<file path="src/rtl/regfile_arb_pkg.sv">
// Shared types and constants for the register-file write arbiter.
// The optional REGFILE_ARB_STATS_EN macro does not alter anything in this package.
package regfile_arb_pkg;

  typedef enum logic {
    ST_INIT = 1'b0,
    ST_RUN  = 1'b1
  } arb_state_e;

  localparam logic REQ_A = 1'b0;
  localparam logic REQ_B = 1'b1;

  localparam int unsigned ZERO_REG = 0;

endpackage : regfile_arb_pkg

</file>
<file path="src/rtl/regfile_write_arbiter_rr.sv">
// Two-way round-robin grant. The pointer names the requester that wins the next tie,
// and it moves past whoever was just granted.
module rr_arbiter2
  import regfile_arb_pkg::*;
(
  input  logic clk_i,
  input  logic rst_i,
  input  logic en_i,
  input  logic req_a_i,
  input  logic req_b_i,
  output logic gnt_a_o,
  output logic gnt_b_o
);

  logic ptr_q;
  logic ptr_d;

  // Grant selection and pointer next-state
  always_comb begin
    gnt_a_o = 1'b0;
    gnt_b_o = 1'b0;
    ptr_d   = ptr_q;
    if (en_i) begin
      if (req_a_i && (!req_b_i || (ptr_q == REQ_A))) begin
        gnt_a_o = 1'b1;
      end else if (req_b_i) begin
        gnt_b_o = 1'b1;
      end else begin
        gnt_a_o = 1'b0;
      end
    end else begin
      gnt_a_o = 1'b0;
    end
    if (gnt_a_o) begin
      ptr_d = REQ_B;
    end else if (gnt_b_o) begin
      ptr_d = REQ_A;
    end else begin
      ptr_d = ptr_q;
    end
  end

  // Pointer register
  always_ff @(posedge clk_i or posedge rst_i) begin
    if (rst_i) begin
      ptr_q <= REQ_A;
    end else begin
      ptr_q <= ptr_d;
    end
  end

endmodule : rr_arbiter2

</file>
<file path="src/rtl/regfile_write_arbiter.sv">
// Shares the regfile write port between requesters A and B after clearing regs 1..NUM_REGS-1.
// Define REGFILE_ARB_STATS_EN to add the saturating StallCountA/StallCountB outputs.
module regfile_write_arbiter
  import regfile_arb_pkg::*;
#(
  parameter int DATA_WIDTH = 32,
  parameter int ADDR_WIDTH = 5,
  parameter int NUM_REGS   = 32
) (
  input  logic                  Clk,
  input  logic                  Reset,
  input  logic                  ValidA,
  output logic                  ReadyA,
  input  logic [ADDR_WIDTH-1:0] AddrA,
  input  logic [DATA_WIDTH-1:0] DataA,
  input  logic                  ValidB,
  output logic                  ReadyB,
  input  logic [ADDR_WIDTH-1:0] AddrB,
  input  logic [DATA_WIDTH-1:0] DataB,
  output logic [ADDR_WIDTH-1:0] WriteRegister,
  output logic [DATA_WIDTH-1:0] WriteData,
  output logic                  RegWrite,
`ifdef REGFILE_ARB_STATS_EN
  output logic [15:0]           StallCountA,
  output logic [15:0]           StallCountB,
`endif
  output logic                  InitDone
);

  localparam logic [ADDR_WIDTH-1:0] LAST_REG  = ADDR_WIDTH'(NUM_REGS - 1);
  localparam logic [ADDR_WIDTH-1:0] ZERO_ADDR = ADDR_WIDTH'(ZERO_REG);

  arb_state_e            state_q, state_d;
  logic [ADDR_WIDTH-1:0] cnt_q, cnt_d;
  logic [ADDR_WIDTH-1:0] wr_reg_q, wr_reg_d;
  logic [DATA_WIDTH-1:0] wr_data_q, wr_data_d;
  logic                  reg_write_q, reg_write_d;
  logic                  init_done_q, init_done_d;
  logic                  gnt_a_s, gnt_b_s;

  rr_arbiter2 u_rr (
    .clk_i   (Clk),
    .rst_i   (Reset),
    .en_i    (state_q == ST_RUN),
    .req_a_i (ValidA),
    .req_b_i (ValidB),
    .gnt_a_o (gnt_a_s),
    .gnt_b_o (gnt_b_s)
  );

  assign ReadyA        = gnt_a_s;
  assign ReadyB        = gnt_b_s;
  assign WriteRegister = wr_reg_q;
  assign WriteData     = wr_data_q;
  assign RegWrite      = reg_write_q;
  assign InitDone      = init_done_q;

  // FSM next-state, clear sequencing and write-port staging
  always_comb begin
    state_d     = state_q;
    cnt_d       = cnt_q;
    wr_reg_d    = wr_reg_q;
    wr_data_d   = wr_data_q;
    reg_write_d = 1'b0;
    init_done_d = init_done_q;
    case (state_q)
      ST_INIT: begin
        wr_reg_d    = cnt_q;
        wr_data_d   = '0;
        reg_write_d = 1'b1;
        cnt_d       = cnt_q + {{(ADDR_WIDTH-1){1'b0}}, 1'b1};
        if (cnt_q == LAST_REG) begin
          state_d     = ST_RUN;
          init_done_d = 1'b1;
        end else begin
          state_d     = ST_INIT;
        end
      end
      ST_RUN: begin
        init_done_d = 1'b1;
        // Register 0 requests are accepted but never reach the write enable
        if (gnt_a_s) begin
          wr_reg_d    = AddrA;
          wr_data_d   = DataA;
          reg_write_d = (AddrA != ZERO_ADDR);
        end else if (gnt_b_s) begin
          wr_reg_d    = AddrB;
          wr_data_d   = DataB;
          reg_write_d = (AddrB != ZERO_ADDR);
        end else begin
          reg_write_d = 1'b0;
        end
      end
      default: begin
        state_d = ST_INIT;
      end
    endcase
  end

  // State and output registers
  always_ff @(posedge Clk or posedge Reset) begin
    if (Reset) begin
      state_q     <= ST_INIT;
      cnt_q       <= {{(ADDR_WIDTH-1){1'b0}}, 1'b1};
      wr_reg_q    <= '0;
      wr_data_q   <= '0;
      reg_write_q <= 1'b0;
      init_done_q <= 1'b0;
    end else begin
      state_q     <= state_d;
      cnt_q       <= cnt_d;
      wr_reg_q    <= wr_reg_d;
      wr_data_q   <= wr_data_d;
      reg_write_q <= reg_write_d;
      init_done_q <= init_done_d;
    end
  end

`ifdef REGFILE_ARB_STATS_EN
  logic [15:0] stall_a_q, stall_a_d;
  logic [15:0] stall_b_q, stall_b_d;
  logic        stall_a_s, stall_b_s;

  assign stall_a_s   = (state_q == ST_RUN) && ValidA && !gnt_a_s;
  assign stall_b_s   = (state_q == ST_RUN) && ValidB && !gnt_b_s;
  assign StallCountA = stall_a_q;
  assign StallCountB = stall_b_q;

  // Saturating stall counters
  always_comb begin
    stall_a_d = stall_a_q;
    stall_b_d = stall_b_q;
    if (stall_a_s && (stall_a_q != 16'hFFFF)) begin
      stall_a_d = stall_a_q + 16'd1;
    end else begin
      stall_a_d = stall_a_q;
    end
    if (stall_b_s && (stall_b_q != 16'hFFFF)) begin
      stall_b_d = stall_b_q + 16'd1;
    end else begin
      stall_b_d = stall_b_q;
    end
  end

  // Stall counter registers
  always_ff @(posedge Clk or posedge Reset) begin
    if (Reset) begin
      stall_a_q <= 16'd0;
      stall_b_q <= 16'd0;
    end else begin
      stall_a_q <= stall_a_d;
      stall_b_q <= stall_b_d;
    end
  end
`endif

endmodule : regfile_write_arbiter
</file>
<file path="config.mk">
export PLATFORM = sky130hd
export DESIGN_NAME = regfile_write_arbiter
export DESIGN_NICKNAME = d
export VERILOG_FILES = /design/src/rtl/regfile_arb_pkg.sv /design/src/rtl/regfile_write_arbiter_rr.sv /design/src/rtl/regfile_write_arbiter.sv
export SDC_FILE = /design/constraint.sdc
export NUM_CORES = 1
export LEC_CHECK = 0
export ABC_AREA = 1
export BUFFER_PORTS_ARGS = -buffer_cell sky130_fd_sc_hd__buf_2
export CORE_AREA = 8 8 64 121
export CTS_CLUSTER_SIZE = 24
export DETAILED_ROUTE_END_ITERATION = 12
export DIE_AREA = 0 0 72 129
export GPL_TIMING_DRIVEN = 0
export MAX_ROUTING_LAYER = met4
export PLACE_DENSITY = 0.74
export SLEW_MARGIN = 20
export SYNTH_ARGS = -nofsm -noshare
export SYNTH_HDL_FRONTEND = slang
export SYNTH_SLANG_ARGS = --single-unit
</file>
<file path="constraint.sdc">
create_clock -name Clk -period 1.3 [get_ports Clk]
set_input_delay 0.13 -clock Clk [delete_from_list [all_inputs] [get_ports Clk]]
set_output_delay 0.13 -clock Clk [all_outputs]
set_load 0.005 [all_outputs]
</file>
==> flow_summary.json, run 1 <==
{
  "place_congestion": 0.799,
  "worst_clock_skew_ps": 4.04,
  "yosys_cell_types": 22,
  "asyncSetResetFlopFracSynth_pct": 100,
  "min_path_type": "in2reg",
  "ys_seq_area_share_pct": 46.0,
  "finalWirelength_mm": 8.22,
  "worst-slew-pin-transition_ps": 324,
  "critical_path.max_stage_delay_ps": 380,
  "hpwl_mm": 5.80,
  "cap_viol_max_count": 0,
  "postLayoutSetupSlackWorst_ps": -57.2,
  "tritoncts": "built",
  "crit_path_frequent_cell": "sky130_fd_sc_hd__buf_6",
  "std_cell_rows": 41,
  "first_iter_violations": 125,
  "finish.net_count": 576,
  "cts_bufs_inserted": 5,
  "timing.critical_path.fanout_max": 4,
  "via_per_inst": 4.77,
  "finalCritPeriodShare_pct": 104,
  "total_grt_overflow": 0,
  "setup_tns_ps": -187,
  "detail-route-antenna-nets": 0,
  "final_cell_mix": "sky130_fd_sc_hd__nand2_1 (186), sky130_fd_sc_hd__buf_2 (124), sky130_fd_sc_hd__dfrtp_1 (45)",
  "worst_setup_path_start_kind": "flop",
  "finish.cell_count_without_fillers": 582,
  "synth_fp_nets": 426,
  "initial_utilization_pct": 40.4,
  "final_critical_path_required_period_ps": 1360,
  "syn_area_um2": 2510,
  "tritoncts_num_sinks": 46,
  "placed_cells_incl_taps": 551,
  "standard_cell_with_the_maximum_stage_delay_on_the_critical_path": "sky130_fd_sc_hd__dfrtp_1",
  "violated_checks": "setup timing",
  "holdPathEnd": "WriteData[24]",
  "sequence_of_cells_on_the_critical_path": "nand2_2, buf_6, nand2_8, nand2_4, nor2_4, buf_6",
  "grt_start_max_net_pins": 35,
  "rsz0062_at_grt": "yes",
  "critical-path-top-delay-family": "flip-flops",
  "grt_pass1_wl_mm": 12.6,
  "power_leakage_nw": 2.16,
  "report.power.total_mw": 3.79,
  "maxSlewViolCount": 0,
  "boundaryPins": 119,
  "vias_in_the_first_global_route": 2677,
  "die_area_um2": 9290,
  "insertion_delay_ps": 280,
  "power.ir.vdd_worst_v": 0.000708,
  "setup.worst_path.start": "u_rr.ptr_q",
  "timing_worst_setup_path_type": "reg2out",
  "core_region_area_um2": 6210,
  "timing.reg2reg.worst_path_depth": 8,
  "report.final.setup_viol": 6,
  "firstDrtPassIters": 5,
  "hold_start": "DataB[24]",
  "vias": 2777,
  "place.port_buffers": 118,
  "htree_levels": 2,
  "post_synth.cell_area_avg_um2": 7.24,
  "fill_cell_count": 577,
  "endpoint_kind": "output pin",
  "crit-reg2reg-launch": "u_rr.ptr_q",
  "slew_headroom_pct": 78.4,
  "final_common_cell": "sky130_fd_sc_hd__nand2_1",
  "synth_flop_cell": "sky130_fd_sc_hd__dfrtp_1",
  "timing.critical_path.required_ps": 1170,
  "max_clock_freq_mhz": 737,
  "clock_tree.root_cell": "sky130_fd_sc_hd__clkbuf_16",
  "status": "finished with violations",
  "number_of_antenna_violations_at_the_first_check_in_global_routing": 0,
  "finalInstanceArea_um2": 3710,
  "cts.clk_slew.worst_paths_ps": 60,
  "die_width_um": 72,
  "wl_per_cell_um": 14.1,
  "ys_warn_count": 0,
  "area_growth_syn_to_layout_pct": 48.0,
  "worstReg2RegEnd": "WriteRegister[1]",
  "timing.reg2reg.setup_slack_ps": -30,
  "global_route.usage.total_pct": 17.4,
  "power-per-cell-area_nw_per_um2": 1020,
  "place_area_um2": 3230,
  "syn_inst": 346,
  "worst_hold_path.num_cells": 5,
  "hold_viol": 0,
  "synth_enable_flop_cells": 0,
  "ys_seq_elements": 46,
  "die_h_um": 129,
  "post_route_cells_drive_above_1_share_pct": 39.1,
  "arrival_ps": 1230,
  "detail_route.drc_violations": 0,
  "crit_buf_inv": 2,
  "clk_path_buf_depth": 2,
  "antenna_cells": 0,
  "fin_hold_ws_ps": 122
}
## worst register-to-register path, delay by kind of cell, from the launching register on
family / cells / cell delay, ps
buffers and inverters: 3 / 420
DFF: 1 / 400
and+or+nand+nor: 5 / 440
## final cells by class
class                           count  area [um^2]  area share, %
Multi-Input combinational cell    267         1250           33.8
Clock inverter                      2         10.0          0.270
Sequential cell                    46         1150           31.1
Tap cell                           86          108           2.90
Buffer                             23          198           5.33
Timing Repair Buffer              143          818           22.1
Clock buffer                        5          125           3.37
Inverter                           10         45.0           1.21
## sequential cells by signal, indices dropped and copies added (netlist names)
register       cells
RegWrite           1
cnt_q              5
WriteRegister      5
InitDone           1
u_rr.ptr_q         1
WriteData         32
state_q            1
## power by group
group | total (mW) | internal, mW | switching, mW
clock network | 1.20 | 0.694 | 0.510
logic | 0.926 | 0.440 | 0.486
registers | 1.66 | 1.58 | 0.0759
## cells in the mapped netlist, types with 2 or more instances
library cell               number  share of area [%]
sky130_fd_sc_hd__nand3_1        5                1.0
sky130_fd_sc_hd__o21ai_0        3               0.60
sky130_fd_sc_hd__dfrtp_1       45                 45
sky130_fd_sc_hd__nand3b_1       2               0.60
sky130_fd_sc_hd__nand2_1      190                 28
sky130_fd_sc_hd__nand4_1       37                9.2
sky130_fd_sc_hd__ha_1           2                1.0
sky130_fd_sc_hd__inv_2          4               0.60
sky130_fd_sc_hd__buf_4          6                1.8
sky130_fd_sc_hd__xor2_1         2               0.70
sky130_fd_sc_hd__buf_2         15                3.0
sky130_fd_sc_hd__inv_1          6               0.90
sky130_fd_sc_hd__nor2_1        19                2.8
sky130_fd_sc_hd__or2_2          2               0.50
## stage by stage
stage / setup slack, ps / util, %
after floorplan: -6.38 / -
after global routing: -112 / 59.7
after detailed placement: -78.0 / 52.0
after global placement: -571 / 51.7
after CTS: -29.2 / 55.9
final: -57.2 / 59.7
## cell families after synthesis
group,after synthesis,synth area share (%)
and+or+nand+nor,260,44.8
DFF,46,46.0
buffers and inverters,33,6.89
AOI/OAI and AO/OA,3,0.599
xor gates and xnor gates,2,0.699
adders and majority gates,2,0.998
## worst max path at each step
stage                             to  slack [ps]  cells past startpoint
finish                        ReadyB         -60                      6
CTS                           ReadyB         -30                      6
detailed placement          InitDone         -80                      7
global placement            cnt_q[4]        -570                      2
global route        WriteRegister[1]        -110                      8
floorplan                   InitDone          -6                      7
## what timing repair did
item	in CTS	in global routing
gates cloned	0	3
endpoints found under the hold margin	12	0
gates resized for setup	9	47
hold buffers	1	0
buffers inserted	10	10
endpoints found under the setup margin	17	36
pin swaps	4	12
## metal layers
metal	GRT usage, %	vias up	wire length (um)
li1	-	1409	-
met1	20.2	1247	3560
met2	27.8	114	3890
met3	5.38	7	686
met4	5.58	0	82
met5	-	-	0
No activity file was read; power rests on OpenSTA's default activity.
==> inputs of run 2 (changes only) <==
--- a/config.mk
+++ b/config.mk
@@ -7,14 +7,17 @@
 export LEC_CHECK = 0
 export ABC_AREA = 1
 export BUFFER_PORTS_ARGS = -buffer_cell sky130_fd_sc_hd__buf_2
-export CORE_AREA = 8 8 64 121
+export CELL_PAD_IN_SITES_DETAIL_PLACEMENT = 0
+export CELL_PAD_IN_SITES_GLOBAL_PLACEMENT = 1
+export CORE_AREA = 8 8 75 143
 export CTS_CLUSTER_SIZE = 24
 export DETAILED_ROUTE_END_ITERATION = 12
-export DIE_AREA = 0 0 72 129
+export DIE_AREA = 0 0 83 151
 export GPL_TIMING_DRIVEN = 0
 export MAX_ROUTING_LAYER = met4
-export PLACE_DENSITY = 0.74
+export PLACE_DENSITY_LB_ADDON = 0.1
 export SLEW_MARGIN = 20
 export SYNTH_ARGS = -nofsm -noshare
 export SYNTH_HDL_FRONTEND = slang
 export SYNTH_SLANG_ARGS = --single-unit
+export TNS_END_PERCENT = 10
==> run 2 against run 1 <==
Against the previous run: first-iteration DRC count shrank 22%; global-route usage shrank 2.3 points; routed wire length grew 15%; non-clock buffer count shrank 7; critical path type is now reg2reg; the flow still finishes with violations (setup timing).
==> flow_summary.json, run 2 (same netlist as run 1, synthesis figures left out) <==
{
  "wl_per_cell_um": 15.9,
  "top_layer": "met4",
  "fin_hold_ws_ps": 116,
  "met2_wirelength_mm": 5.34,
  "slew_headroom_pct": 65.2,
  "vias_in_the_first_global_route": 2868,
  "global_route.usage.total_pct": 15.1,
  "placement.setup.worst_slack_ps": -89.9,
  "timing_worst_setup_path_type": "reg2reg",
  "via_per_inst": 4.61,
  "final_cell_mix": "sky130_fd_sc_hd__nand2_1 (186), sky130_fd_sc_hd__buf_2 (125), sky130_fd_sc_hd__dfrtp_1 (45)",
  "hpwl_mm": 7.11,
  "crit_buf_inv": 1,
  "die_h_um": 151,
  "grt_start_max_net_pins": 25,
  "finalWirelength_mm": 9.43,
  "critical_path.max_stage_delay_ps": 410,
  "violated_checks": "setup timing",
  "cts.clk_slew.worst_paths_ps": 70,
  "hold_viol": 0,
  "max_reg_flops": 32,
  "firstDrtPassIters": 4,
  "timing.critical_path.required_ps": 1480,
  "first_iter_violations": 97,
  "clk_path_buf_depth": 2,
  "core_region_area_um2": 8890,
  "final_util_pct": 41.9,
  "worst-slew-pin-transition_ps": 522,
  "timing.critical_path.fanout_max": 2,
  "detail-route-antenna-nets": 0,
  "crit_path_frequent_cell": "sky130_fd_sc_hd__ha_4",
  "tritoncts": "built",
  "met3RoutedLength_um": 337,
  "maxSlewViolCount": 0,
  "tritoncts_num_sinks": 46,
  "finish.net_count": 569,
  "rsz0062_at_grt": "yes",
  "postLayoutSetupSlackWorst_ps": -25.8,
  "final_common_cell": "sky130_fd_sc_hd__nand2_1",
  "status": "finished with violations",
  "report.final.setup_viol": 3,
  "die_area_um2": 12500,
  "grt_pass1_wl_mm": 14.7,
  "std_cell_rows": 49,
  "min_path_type": "in2reg",
  "power_leakage_nw": 2.15,
  "boundaryPins": 119,
  "fill_cell_count": 975,
  "max_clock_freq_mhz": 754,
  "total_grt_overflow": 0,
  "cts_bufs_inserted": 5,
  "clock_tree.root_cell": "sky130_fd_sc_hd__clkbuf_16",
  "place.port_buffers": 118,
  "worst_clock_skew_ps": 9.01,
  "cap_viol_max_count": 0,
  "die_width_um": 83,
  "power.ir.vdd_worst_v": 0.000720,
  "critical-path-top-delay-family": "simple AND/OR/NAND/NOR gates",
  "standard_cell_with_the_maximum_stage_delay_on_the_critical_path": "sky130_fd_sc_hd__dfrtp_1",
  "finalCritPeriodShare_pct": 102,
  "place_congestion": 0.801,
  "sequence_of_cells_on_the_critical_path": "ha_4, nand2_4, nor2_4, ha_4, nor2_2, inv_1, or2_4",
  "arrival_ps": 1510,
  "detail_route.drc_violations": 0,
  "htree_levels": 2,
  "vias": 2733,
  "area_growth_syn_to_layout_pct": 48.6,
  "insertion_delay_ps": 290,
  "final_critical_path_required_period_ps": 1330,
  "routedLengthMet1_mm": 3.52,
  "initial_utilization_pct": 28.2,
  "worst_setup_path_start_kind": "flop",
  "post_route_cells_drive_above_1_share_pct": 38.4,
  "number_of_antenna_violations_at_the_first_check_in_global_routing": 1,
  "power-per-cell-area_nw_per_um2": 1080,
  "endpoint_kind": "flop"
}
[run 2: stage by stage]
step           power, mW  TNS [ps]  cells  area (um^2)
2_1_floorplan       2.09     -6.38    346         2510
3_3_place_gp        2.51    -34760    566         3230
3_5_place_dp        2.52     -1800    567         3250
4_1_cts             4.01      -204    585         3540
5_1_grt             4.25      -977    593         3720
6_report            4.01     -64.1    593         3720
[run 2: tightest hold or removal path: stages]
cell and delay [ps]:
sky130_fd_sc_hd__buf_2 70, sky130_fd_sc_hd__nand2_1 40, sky130_fd_sc_hd__nand2_1 40, sky130_fd_sc_hd__nand2_1 40, sky130_fd_sc_hd__nand2_1 40
[run 2: what timing repair did]
item,CTS,global route
gates cloned,0,1
gates resized for setup,13,39
buffers inserted,9,6
hold endpoints to repair,22,0
hold buffers,1,0
endpoints found under the setup margin,35,40
pin swaps,4,7
[run 2: power by group]
| group | switching (mW) | internal (mW) |
|---|---|---|
| clock network | 0.559 | 0.872 |
| registers | 0.0731 | 1.58 |
| logic | 0.492 | 0.429 |
[run 2: path summary, 6_finish.rpt]
| kind | start | to | slack [ps] | depth (start not counted) |
|---|---|---|---|---|
| max | cnt_q[1] | InitDone | -30 | 7 |
| min | DataB[31] | WriteData[31] | 120 | 5 |
| max reg2reg | cnt_q[1] | InitDone | -30 | 7 |
| min reg2reg | WriteData[3] | WriteData[3] | 470 | 2 |
| max in group asynchronous | Reset | cnt_q[0] | 290 | 4 |
| min in group asynchronous | Reset | WriteData[30] | 430 | 3 |
[run 2: per-layer routing]
layer  vias to the layer above  global-route usage (%)
met5                         -                       -
met4                         0                    6.64
met3                        13                    3.02
met2                        66                    28.4
met1                      1268                    14.5
li1                       1386                       -
[run 2: area by class of cell]
| cell class | count | area (um^2) | share of cell area, % |
|---|---|---|---|
| antenna | 1 | 2.50 | 0.0672 |
| buffer | 23 | 213 | 5.71 |
| clock buffer | 8 | 166 | 4.47 |
| inverter | 10 | 40.0 | 1.07 |
| multi-input combinational | 267 | 1270 | 34.1 |
| sequential | 46 | 1150 | 30.9 |
| tap | 102 | 128 | 3.43 |
| timing repair buffer | 136 | 753 | 20.2 |
